===== src/rtl/pea_pkg.sv =====
// Shared PE-array constants plus the state and operation types of the radix divider.
package pea_pkg;

  localparam int N_BITS  = 32;
  localparam int N_RADIX = 4;

  typedef enum logic [1:0] {
    IDLE,
    ITER,
    FIX,
    DONE
  } r_div_state_t;

  typedef enum logic {
    DIV_QUOT,
    DIV_REM
  } r_div_op_t;

endpackage


===== src/rtl/r_div_stage.sv =====
// One radix-N_RADIX restoring step: retires log2(N_RADIX) quotient bits per call.
module r_div_stage
  import pea_pkg::*;
#(
  parameter int W = N_BITS,
  parameter int L = $clog2(N_RADIX)
) (
  input  logic [L-1:0] n_i,
  input  logic [W-1:0] r_i,
  input  logic [W-1:0] d_i,
  output logic [W-1:0] r_o,
  output logic [L-1:0] q_o
);

  logic [W:0]   w_trial;
  logic [W-1:0] w_rem;

  // The remainder always stays below d_i, so one extra bit holds every shifted trial value.
  always_comb begin
    w_rem   = r_i;
    w_trial = '0;
    q_o     = '0;
    for (int k = L - 1; k >= 0; k--) begin
      w_trial = {w_rem, n_i[k]};
      if (w_trial >= {1'b0, d_i}) begin
        w_trial = w_trial - {1'b0, d_i};
        q_o[k]  = 1'b1;
      end
      w_rem = w_trial[W-1:0];
    end
    r_o = w_rem;
  end

endmodule


===== src/rtl/r_div_ctrl.sv =====
// Multicycle sequencer for the restoring radix divider with sign and zero fix-up.
// Signed support (signed_i port, sign/overflow fix-up) is built only with MAGE_DIV_SIGNED_EN.
module r_div_ctrl
  import pea_pkg::*;
(
  input  logic              clk_i,
  input  logic              rst_n_i,
  input  logic              flush_i,
  input  logic              in_valid_i,
  output logic              in_ready_o,
  input  logic [N_BITS-1:0] dividend_i,
  input  logic [N_BITS-1:0] divisor_i,
  input  logic              op_i,
`ifdef MAGE_DIV_SIGNED_EN
  input  logic              signed_i,
`endif
  output logic              out_valid_o,
  input  logic              out_ready_i,
  output logic [N_BITS-1:0] result_o,
  output logic              div_zero_o
);

  localparam int LOG2R  = $clog2(N_RADIX);
  localparam int N_ITER = N_BITS / LOG2R;
  localparam int CNT_W  = (N_ITER > 1) ? $clog2(N_ITER) : 1;
  localparam logic [N_BITS-1:0] MOST_NEG = {1'b1, {(N_BITS - 1) {1'b0}}};

  r_div_state_t      r_state, w_state_nxt;
  r_div_op_t         r_op;
  logic [CNT_W-1:0]  r_cnt;
  logic [N_BITS-1:0] r_shift, r_rem, r_dreg, r_dividend, r_result;
  logic              r_zero, r_neg_q, r_neg_r, r_ovf, r_out_valid, r_div_zero;

  logic              w_in_fire;
  logic [N_BITS-1:0] w_dvd_abs, w_dvs_abs, w_stage_r, w_quot, w_remf, w_fix_result;
  logic [LOG2R-1:0]  w_stage_q;
  logic              w_neg_q, w_neg_r, w_ovf;

  assign in_ready_o  = (r_state == IDLE);
  assign w_in_fire   = in_valid_i & in_ready_o & ~flush_i;
  assign out_valid_o = r_out_valid;
  assign result_o    = r_result;
  assign div_zero_o  = r_div_zero;

`ifdef MAGE_DIV_SIGNED_EN
  logic w_a_neg, w_b_neg;
  assign w_a_neg   = signed_i & dividend_i[N_BITS-1];
  assign w_b_neg   = signed_i & divisor_i[N_BITS-1];
  assign w_dvd_abs = w_a_neg ? -dividend_i : dividend_i;
  assign w_dvs_abs = w_b_neg ? -divisor_i : divisor_i;
  assign w_neg_q   = w_a_neg ^ w_b_neg;
  assign w_neg_r   = w_a_neg;
  assign w_ovf     = signed_i & (dividend_i == MOST_NEG) & (divisor_i == '1);
`else
  assign w_dvd_abs = dividend_i;
  assign w_dvs_abs = divisor_i;
  assign w_neg_q   = 1'b0;
  assign w_neg_r   = 1'b0;
  assign w_ovf     = 1'b0;
`endif

  r_div_stage #(
    .W(N_BITS),
    .L(LOG2R)
  ) u_stage (
    .n_i(r_shift[N_BITS-1 -: LOG2R]),
    .r_i(r_rem),
    .d_i(r_dreg),
    .r_o(w_stage_r),
    .q_o(w_stage_q)
  );

  always_ff @(posedge clk_i or negedge rst_n_i) begin
    if (!rst_n_i) r_state <= IDLE;
    else          r_state <= w_state_nxt;
  end

  // flush_i overrides every transition, including a same-cycle input handshake.
  always_comb begin
    w_state_nxt = r_state;
    case (r_state)
      IDLE:    if (w_in_fire) w_state_nxt = (divisor_i == '0) ? FIX : ITER;
      ITER:    if (r_cnt == '0) w_state_nxt = FIX;
      FIX:     w_state_nxt = DONE;
      DONE:    if (out_ready_i) w_state_nxt = IDLE;
      default: w_state_nxt = IDLE;
    endcase
    if (flush_i) w_state_nxt = IDLE;
  end

  always_comb begin
    w_quot = r_neg_q ? -r_shift : r_shift;
    w_remf = r_neg_r ? -r_rem : r_rem;
    if (r_zero) begin
      w_quot = '1;
      w_remf = r_dividend;
    end else if (r_ovf) begin
      w_quot = MOST_NEG;
      w_remf = '0;
    end
    w_fix_result = (r_op == DIV_REM) ? w_remf : w_quot;
  end

  always_ff @(posedge clk_i or negedge rst_n_i) begin
    if (!rst_n_i) begin
      r_op        <= DIV_QUOT;
      r_cnt       <= '0;
      r_shift     <= '0;
      r_rem       <= '0;
      r_dreg      <= '0;
      r_dividend  <= '0;
      r_zero      <= 1'b0;
      r_neg_q     <= 1'b0;
      r_neg_r     <= 1'b0;
      r_ovf       <= 1'b0;
      r_result    <= '0;
      r_div_zero  <= 1'b0;
      r_out_valid <= 1'b0;
    end else begin
      if (w_in_fire) begin
        r_shift    <= w_dvd_abs;
        r_dreg     <= w_dvs_abs;
        r_dividend <= dividend_i;
        r_op       <= r_div_op_t'(op_i);
        r_rem      <= '0;
        r_cnt      <= CNT_W'(N_ITER - 1);
        r_zero     <= (divisor_i == '0);
        r_neg_q    <= w_neg_q;
        r_neg_r    <= w_neg_r;
        r_ovf      <= w_ovf;
      end else if (r_state == ITER) begin
        r_rem   <= w_stage_r;
        r_shift <= {r_shift[N_BITS-LOG2R-1:0], w_stage_q};
        if (r_cnt != '0) r_cnt <= r_cnt - CNT_W'(1);
      end

      if (flush_i) begin
        r_out_valid <= 1'b0;
      end else if (r_state == FIX) begin
        r_result    <= w_fix_result;
        r_div_zero  <= r_zero;
        r_out_valid <= 1'b1;
      end else if ((r_state == DONE) && out_ready_i) begin
        r_out_valid <= 1'b0;
      end
    end
  end

endmodule


===== config.mk =====
export PLATFORM = sky130hd
export DESIGN_NAME = r_div_ctrl
export DESIGN_NICKNAME = d
export VERILOG_FILES = /design/src/rtl/pea_pkg.sv /design/src/rtl/r_div_stage.sv /design/src/rtl/r_div_ctrl.sv
export SDC_FILE = /design/constraint.sdc
export NUM_CORES = 1
export LEC_CHECK = 0
export CAP_MARGIN = 30
export CORE_MARGIN = 2
export CORE_UTILIZATION = 45
export CTS_BUF_LIST = sky130_fd_sc_hd__clkbuf_4 sky130_fd_sc_hd__clkbuf_8
export DETAILED_ROUTE_END_ITERATION = 16
export PLACE_DENSITY = 0.67
export SLEW_MARGIN = 40
export SYNTH_ARGS = -nofsm -noshare
export SYNTH_HDL_FRONTEND = slang
export SYNTH_SLANG_ARGS = --single-unit

===== constraint.sdc =====
create_clock -name clk_i -period 6.65 [get_ports clk_i]
set_input_delay 0.665 -clock clk_i [delete_from_list [all_inputs] [get_ports clk_i]]
set_output_delay 0.665 -clock clk_i [all_outputs]
set_load 0.03 [all_outputs]

==> results.ini <==
[sta]
hold_violations = 0
fmax_ghz = 0.162
tns_ns = 0
rsz0062_at_grt = false
relSlewSlack_pct = 44.5
clock_skew_ns = 0.0264
worst_pin_slew_ns = 0.833
setup_viol = 0
finalCritPeriodShare_pct = 92.7
layout_min_cycle_time_ns = 6.16
finalMaxSlewViolations = 0

[setup_path]
timing.rr.end = r_rem[31]$_DFFE_PN0P_
required_ns = 7.01
path_cells = ha_1 > a21oi_2 > o22ai_2 > a221oi_2 > o21a_1 > o311a_1 > o21a_4 > buf_4 > nand2_1 > o21ai_1 > ha_1 > a21oi_1 > nor2_1 > nor4_1 > inv_1 > o221ai_1 > o211a_1 > o21ai_4 > buf_6 > buf_8 > or3_1 > o2111a_1
crit_start = r_rem[3]$_DFFE_PN0P_
crit_fanout = 29
worstSetupPathType = register to register
end_kind = register
rr_worst_depth = 22
path_buf_inv = 4
endpoint = r_rem[31]$_DFFE_PN0P_
cp.depth = 22
r2r_start = r_rem[3]$_DFFE_PN0P_
slowest_delay_ns = 0.47
crit_top_cell = ha_1
start_kind = register
crit_family = compound AO/OA/AOI/OAI gates
cp_slowest_cell = a221oi_2
arrival_ns = 6.52
reg2reg_slack_ns = 0.49

[clock_tree]
cts_setup_buffers = 0
cts_buffers = 17
clkSinkCount = 170
clock_path_buffers = 2
cts_tree = done
root_buffer = clkbuf_8
htree_levels = 4
path_clk_slew_ns = 0.10
clk_latency_ns = 0.48
cts_hold_buffers = 0

[synthesis]
synth_top_family_by_area = compound AO/OA/AOI/OAI gates
synth_seq_cells = 170
synthFlopType = dfrtp_1
syn_avg_cell_area_sq_um = 8.61
syn_nets = 1436
yosys_warnings = 0
yosysSeqAreaShare_pct = 38.1
synth-edff-count = 0
ys_types = 73
synth_compound_area_share_pct = 21.6
async_flop_share_pct = 100
synth_mux_area_share_pct = 8.48
synthXorXnorAreaFrac_pct = 4.00
synth_fa_ha_area_share_pct = 8.10
synthSimpleGateAreaFrac_pct = 15.5
synth_cells = 1295
synth_area_sq_um = 11200

[cells_and_area]
drive_gt1_share_pct = 7.54
diodes = 0
final_cell_mix = nand2_1 (239), dfrtp_1 (170), o21ai_0 (163), clkdlybuf4s50_1 (103), a21oi_1 (75)
layout_commonest_cell = nand2_1
area_growth_pct = 15.6
nets = 1508

[floorplanning]
die_h_um = 161
fp-row-count = 57
initial_core_util_pct = 45.9
io_pins = 105
fp.dieW_um = 161
dieArea_sq_um = 26100
coreArea_sq_um = 24300

[drt]
ant_nets = 0
routed_wl_mm = 32.5
routedWlPerCell_um = 19.1
drt_pre_antenna_iters = 5
drc = 0
avgViaCountPerCell = 5.74
vias = 9779
drt_iter0_drc = 615

[global_routing]
grt.overflow.total = 0
antenna_found_initial = 0
grt_max_degree = 93
grt_pass1_wl_mm = 51.5
grt_pass1_vias = 9477
track_usage_pct = 25.2

[placed_design]
port_buffers = 104
dpl.hpwl_mm = 24.0
gp_congestion = 0.961

[min_path]
hp-class = input port to asynchronous set/reset pin

[flow_run]
cap_violations = 0

[run_status]
status = finished clean

## flip-flops by register name (all words and copies together), names as in the netlist
name and count:
r_dividend 32, out_valid_o 1, result_o 32, r_op 1, r_state 2, r_dreg 32
div_zero_o 1, r_rem 32, r_shift 32, r_cnt 4, r_zero 1
## through the flow
stage	hold slack, ns	std cells	setup slack [ns]	area [sq um]	utilization, %
after detailed placement	0.458	1672	0.409	12500	51.4
after CTS	0.255	1703	0.386	12900	53.0
after global routing	0.270	1703	0.0537	12900	53.0
final	0.225	1703	0.487	12900	53.0
after global placement	0.449	1670	0.643	12500	51.2
after floorplan	0.369	1295	1.53	11200	-
## synthesized netlist by cell type (all sizes together), types with 11 or more instances
| master | count | area (sq um) |
|---|---|---|
| nor4 | 13 | 81.3 |
| o22ai | 33 | 213 |
| o21ai | 177 | 890 |
| clkbuf | 53 | 199 |
| dfrtp | 170 | 4250 |
| ha | 69 | 863 |
| nor3 | 24 | 120 |
| nand2 | 239 | 897 |
| o21a | 11 | 83.8 |
| mux2 | 36 | 405 |
| inv | 52 | 195 |
| xor2 | 23 | 201 |
| mux2i | 54 | 541 |
| buf | 14 | 78.8 |
| nor2 | 40 | 150 |
| a21o | 26 | 195 |
| nand3 | 26 | 135 |
| xnor2 | 28 | 245 |
| a31oi | 14 | 87.6 |
| a21oi | 76 | 384 |
## worst min-delay path by stage
stage | from | to | slack [ns] | cells after the start
6_report | rst_n_i | r_dreg[13]$_DFFE_PN0P_ | 0.22 | 1
5_1_grt | rst_n_i | r_dreg[13]$_DFFE_PN0P_ | 0.27 | 1
2_1_floorplan | rst_n_i | div_zero_o$_DFFE_PN0P_ | 0.37 | 0
3_5_place_dp | r_dividend[30]$_DFFE_PN0P_ | r_dividend[30]$_DFFE_PN0P_ | 0.46 | 2
4_1_cts | rst_n_i | r_dreg[13]$_DFFE_PN0P_ | 0.26 | 1
3_3_place_gp | r_dividend[30]$_DFFE_PN0P_ | r_dividend[30]$_DFFE_PN0P_ | 0.45 | 2
## area by class of cell
cell class | count | area (sq um)
fill | 2315 | 11400
multi-input combinational | 1006 | 6470
sequential | 170 | 4250
timing repair buffer | 120 | 1180
tap | 324 | 405
clock buffer | 17 | 234
inverter | 52 | 195
clock inverter | 14 | 154
## routing by layer
layer	GRT usage, %	routed length (um)	up-vias	part of all wire [%]
met1	33.8	14900	4664	46
met2	40.8	15000	267	46
li1	-	-	4796	-
met4	11.1	1360	0	4.2
met5	0	0	-	0
met3	3.54	1320	52	4.1
## cell families after synthesis
family	count (synthesis)
AOI/OAI and AO/OA	401
and+or+nand+nor	393
DFF	170
buffers and inverters	119
muxes	90
adders and majority gates	71
xor gates and xnor gates	51
## repair_timing
item / CTS / global route
resized for setup: 0 / 1
hold endpoints to repair: 0 / 0
setup endpoints to repair: 0 / 6
Power is left out: the tool's default activity adds up to more than one toggle a clock period on the data nets, which glitch-free logic cannot reach.
